## config.mk

```make
export PLATFORM = sky130hd
export DESIGN_NAME = adc_err_mc
export DESIGN_NICKNAME = d
export VERILOG_FILES = /design/src/rtl/adc_err_mc.sv
export SDC_FILE = /design/constraint.sdc
export NUM_CORES = 2
export LEC_CHECK = 0
export BUFFER_PORTS_ARGS = -buffer_cell sky130_fd_sc_hd__buf_2
export CAP_MARGIN = 20
export CORE_UTILIZATION = 46
export DETAILED_ROUTE_END_ITERATION = 7
export PLACE_DENSITY = 0.6
export REMOVE_ABC_BUFFERS = 1
export SKIP_LAST_GASP = 1
export SLEW_MARGIN = 10
export SYNTH_ARGS = -nofsm -noshare
export SYNTH_HDL_FRONTEND = slang
export SYNTH_SLANG_ARGS = --single-unit
```

## constraint.sdc

```tcl
create_clock -name clk -period 20.5 [get_ports clk]
set_clock_uncertainty 0.15 [all_clocks]
set_input_delay 1.025 -clock clk [delete_from_list [all_inputs] [get_ports clk]]
set_output_delay 1.025 -clock clk [all_outputs]
set_load 0.01 [all_outputs]
```

## src/rtl/adc_err_mc.sv

```systemverilog
// Multi-channel ADC-to-error stage: per-channel moving average, gain scaling, signed error vref - meas.
// Define ADC_ERR_SAT_EN to saturate err (and report sat); otherwise err wraps and sat stays 0.
module adc_err_mc #(
  parameter int ADC_W    = 12,
  parameter int CH       = 4,
  parameter int AVG_LOG2 = 3,
  parameter int GAIN_W   = 16,
  parameter int OUT_W    = 30,
  localparam int CW      = (CH > 1) ? $clog2(CH) : 1
) (
  input  logic                    clk,
  input  logic                    rst,
  input  logic                    adc_ready,
  input  logic [ADC_W-1:0]        adc_data,
  input  logic [CW-1:0]           adc_ch,
  input  logic [GAIN_W-1:0]       gain,
  input  logic signed [OUT_W-1:0] vref,
  output logic [ADC_W-1:0]        adc_filt,
  output logic signed [OUT_W-1:0] meas,
  output logic signed [OUT_W-1:0] err,
  output logic [CW-1:0]           err_ch,
  output logic                    err_valid,
  output logic                    sat,
  output logic                    overrun
);

  localparam int DEPTH  = 2 ** AVG_LOG2;
  localparam int SUM_W  = ADC_W + AVG_LOG2;
  localparam int PROD_W = ADC_W + GAIN_W;
  localparam int NCODE  = 2 ** CW;

  typedef enum logic [2:0] {IDLE, CAP, FILT, CALC, OUT} state_t;

  state_t state_reg, state_next;

  logic sync1_reg, sync2_reg, sync3_reg;
  logic rise_det;

  logic [ADC_W-1:0]        data_reg;
  logic [CW-1:0]           ch_reg;
  logic [GAIN_W-1:0]       gain_reg;
  logic signed [OUT_W-1:0] vref_reg;
  logic [ADC_W-1:0]        filt_reg;

  logic [NCODE-1:0]        ch_used;
  logic [ADC_W-1:0]        old_sample [CH];
  logic [SUM_W-1:0]        ch_sum [CH];
  logic [SUM_W-1:0]        sum_next;
  logic [PROD_W-1:0]       prod;
  logic signed [OUT_W-1:0] meas_calc;
  logic signed [OUT_W-1:0] err_calc;
  logic                    sat_calc;

  // Two-flop synchronizer plus one history flop for the rising-edge detector.
  always_ff @(posedge clk or posedge rst) begin
    if (rst) begin
      sync1_reg <= 1'b0;
      sync2_reg <= 1'b0;
      sync3_reg <= 1'b0;
    end else begin
      sync1_reg <= adc_ready;
      sync2_reg <= sync1_reg;
      sync3_reg <= sync2_reg;
    end
  end

  assign rise_det = sync2_reg & ~sync3_reg;

  // Channel codes at or above CH are not backed by a filter and get dropped.
  for (genvar gi = 0; gi < NCODE; gi++) begin : g_used
    assign ch_used[gi] = (gi < CH);
  end

  always_ff @(posedge clk or posedge rst) begin
    if (rst) state_reg <= IDLE;
    else     state_reg <= state_next;
  end

  always_comb begin
    state_next = state_reg;
    overrun    = 1'b0;
    case (state_reg)
      IDLE:    if (rise_det) state_next = CAP;
      CAP:     state_next = ch_used[adc_ch] ? FILT : IDLE;
      FILT:    state_next = CALC;
      CALC:    state_next = OUT;
      OUT:     state_next = rise_det ? CAP : IDLE;
      default: state_next = IDLE;
    endcase
    // OUT hands straight back to CAP, so an edge there is taken rather than dropped.
    if (rise_det && (state_reg != IDLE) && (state_reg != OUT)) overrun = 1'b1;
  end

  assign err_valid = (state_reg == OUT);

  always_ff @(posedge clk or posedge rst) begin
    if (rst) begin
      data_reg <= '0;
      ch_reg   <= '0;
      gain_reg <= '0;
      vref_reg <= '0;
    end else if (state_reg == CAP) begin
      data_reg <= adc_data;
      ch_reg   <= adc_ch;
      gain_reg <= gain;
      vref_reg <= vref;
    end
  end

  // Each channel owns its sample ring, pointer and running sum.
  for (genvar gi = 0; gi < CH; gi++) begin : g_ch
    logic [ADC_W-1:0]    buf_reg [DEPTH];
    logic [AVG_LOG2-1:0] wp_reg;
    logic [SUM_W-1:0]    sum_reg;
    logic                wr_en;

    assign wr_en          = (state_reg == FILT) && (ch_reg == CW'(gi));
    assign old_sample[gi] = buf_reg[wp_reg];
    assign ch_sum[gi]     = sum_reg;

    always_ff @(posedge clk or posedge rst) begin
      if (rst) begin
        for (int i = 0; i < DEPTH; i++) buf_reg[i] <= '0;
        wp_reg  <= '0;
        sum_reg <= '0;
      end else if (wr_en) begin
        buf_reg[wp_reg] <= data_reg;
        wp_reg          <= wp_reg + AVG_LOG2'(1);
        sum_reg         <= sum_next;
      end
    end
  end

  assign sum_next = ch_sum[ch_reg] - SUM_W'(old_sample[ch_reg]) + SUM_W'(data_reg);

  always_ff @(posedge clk or posedge rst) begin
    if (rst)                     filt_reg <= '0;
    else if (state_reg == FILT)  filt_reg <= sum_next[SUM_W-1:AVG_LOG2];
  end

  assign prod      = PROD_W'(filt_reg) * PROD_W'(gain_reg);
  assign meas_calc = {{(OUT_W-PROD_W){1'b0}}, prod};

`ifdef ADC_ERR_SAT_EN
  logic signed [OUT_W:0] err_wide;

  assign err_wide = {vref_reg[OUT_W-1], vref_reg} - {1'b0, meas_calc};

  // Top two bits disagree exactly when the true difference leaves the OUT_W range.
  always_comb begin
    err_calc = err_wide[OUT_W-1:0];
    sat_calc = 1'b0;
    if (err_wide[OUT_W] != err_wide[OUT_W-1]) begin
      sat_calc = 1'b1;
      err_calc = err_wide[OUT_W] ? {1'b1, {(OUT_W-1){1'b0}}} : {1'b0, {(OUT_W-1){1'b1}}};
    end
  end
`else
  assign err_calc = vref_reg - meas_calc;
  assign sat_calc = 1'b0;
`endif

  always_ff @(posedge clk or posedge rst) begin
    if (rst) begin
      adc_filt <= '0;
      meas     <= '0;
      err      <= '0;
      err_ch   <= '0;
      sat      <= 1'b0;
    end else if (state_reg == CALC) begin
      adc_filt <= filt_reg;
      meas     <= meas_calc;
      err      <= err_calc;
      err_ch   <= ch_reg;
      sat      <= sat_calc;
    end
  end

endmodule

```

==> impl_metrics.yaml <==
floorplanning:
  io_pins: 140
  initial_core_util_pct: 46.83
  die-area_um2: 75880
  core_um2: 73450
  rows: 99
  die_y_um: 275.5
  die_x_um: 275.5
clock_tree:
  clk_pin_slew_ns: 0.06
  root_buffer: "clkbuf_16"
  ctsHtreeMaxLevel: 3
  numCtsBuffers: 69
  cts_sinks: 606
  cts_setup_buffers: 0
  postCtsHoldBufs: 0
  insertion_delay_ns: 0.62
  cts_tree: "done"
  cts_buffer_depth: 3
  cts_resized: 0
worst_setup_path:
  critPathArrivalTime_ns: 8.28
  cp-end-kind: "register"
  max_stage_delay_ns: 0.73
  slowest_stage: "dfrtp_1"
  crit_fanout: 18
  crit_top_cell: "fa_1"
  cp_data_required_time_ns: 20.82
  start_kind: "register"
  timing_worst_setup_path_type: "reg -> reg"
global_routing:
  antenna_found_initial: 4
  grt_overflow: 0
  grt_pass1_wl_um: 138800
  grtUsageTotal_pct: 23.89
  grt_max_degree: 188
  grt_pass1_vias: 24270
timing:
  min_period_ns: 7.963
  setup_tns_ns: 0
  fin_ws_ns: 12.54
  tightest_slew_ns: 1.068
  hold_viol: 0
  setup_violations: 0
  fmax_ghz: 0.1256
  drv_slew: 0
  rsz0062_at_grt: "false"
  min_period_over_period_pct: 38.84
  slew_headroom_pct: 28.81
placement:
  place_area_um2: 35910
  place_hpwl_um: 61000
  portBuffers: 136
  gp_congestion: 0.8677
  dpl_worst_slack_ns: 12.54
detailed_routing:
  drc: 0
  dr.pass1.iters: 6
  num_vias: 22820
  first_iter_violations: 1425
  ant_nets: 0
  met3_length_um: 2917
  totalWireLength_um: 87030
  met1_length_um: 35550
  dr.max_layer_used: "met5"
  vias_per_cell: 5.497
  wl_per_cell_um: 20.97
  wl_met2_um: 45220
cells_and_area:
  n_fill_cell: 6458
  postLayoutCellArea_um2: 38460
  largest_reg_flops: 384
  final_nets: 3458
  antennaDiodeCount: 0
  drive_gt1_share_pct: 23.68
  synthToLayoutAreaGrowth_pct: 11.81
hold_path:
  hp-class: "reg -> reg"
yosys:
  synth_top_area_share_pct: 44.08
  synth_area_leaders: "dfrtp_1, mux2_2, fa_1"
  syn-mean-instance-area_um2: 11.13
  ys.warnings.count: 0
  synth_seq_cells: 606
  ys.flop_type: "dfrtp_1"
  postSynthCellCount: 3092
  synth.distinct_cells: 81
  ys_seq_area_share_pct: 44.08
  post-synth-top-area-cell: "dfrtp_1"
  synth-edff-count: 0
  async_reset_ff_share_pct: 100.0
  synth_area_um2: 34400
run:
  max_cap_viol_count: 0
outcome:
  outcome: "complete, no violations"
per-stage QoR:
step	instances	util [%]	hold slack [ns]
final	4151	52.36	0.2014
after global routing	4151	52.36	0.2048
after CTS	4145	52.21	0.2044
after detailed placement	4019	48.88	0.1913
after global placement	4019	48.88	0.1909
after floorplan	2877	-	0.1812
cells by family after synthesis:
kind of cell / synth area share (%)
buf+inv: 5.270
compound gates: 7.118
xor+xnor: 1.728
mux: 18.83
other cells: 0.01090
simple gates: 10.10
flops: 44.08
fa+ha+maj: 12.85
final timing paths:
check | startpoint | end | cells after the start | slack [ns]
worst min-delay path | sync1_reg | sync2_reg | 0 | 0.20
worst min register to register | sync1_reg | sync2_reg | 0 | 0.20
worst max-delay path | filt_reg[6] | err[26] | 28 | 12.54
max in group asynchronous | rst | g_ch[3].buf_reg[5] | 6 | 16.81
worst max register to register | filt_reg[6] | err[26] | 28 | 12.54
min in group asynchronous | rst | data_reg[9] | 2 | 0.41
cells in the final DEF (no fill, tap or decap), types with 46 or more instances in the layout:
master,count
inv_1,261
fa_1,153
nand2_1,568
and2_1,72
ha_1,105
mux2i_1,51
nor2_1,47
mux4_2,123
dfrtp_1,600
mux2_2,284
buf_4,46
o21ai_0,283
buf_2,136
clkbuf_16,70
cell type report:
type | count | area [um2] | share of cell area [%]
clock buffers | 98 | 2027 | 5.270
clock inverters | 28 | 414.1 | 1.077
inverters | 262 | 991.0 | 2.576
multi-input cells | 2009 | 17500 | 45.49
flip-flops and latches | 606 | 15170 | 39.45
well taps | 959 | 1200 | 3.120
repair buffers | 189 | 1161 | 3.019
worst max-delay path: cells and delay by family (launching register included):
kind	cells	cell delay, ns
AOI/OAI and AO/OA	7	1.35
xor gates and xnor gates	2	0.34
DFF	1	0.73
adders and majority gates	10	4.18
and+or+nand+nor	6	0.91
buffers and inverters	3	0.16
per-layer routing:
metal	up-vias	track usage (%)
met5	-	0
met4	4	9.218
met3	170	3.262
met2	428	42.47
met1	11750	29.38
li1	10470	-
synthesized netlist by cell type (4+ instances only):
cell	n
nand3_1	16
nand2_1	568
or2_2	7
a21oi_1	43
or3_1	5
inv_1	262
mux2i_1	51
fa_1	153
xor2_1	27
nor2_1	47
xnor2_1	39
o21ai_1	8
and3_1	11
mux4_2	123
clkbuf_1	187
nor2b_1	11
a31oi_1	7
a21o_1	22
dfrtp_1	606
mux2_2	284
nand4b_1	8
nor4b_1	4
nand4_1	7
buf_1	24
nor3_1	17
ha_1	105
and2_1	72
o21ai_0	283
nor3b_1	4
nand2b_1	6
nand3b_1	4
a211oi_1	4
o31ai_1	4
o21bai_1	7
Power is not shown: default switching activity piles up to over one toggle a cycle in this logic, so the estimate is an artifact.
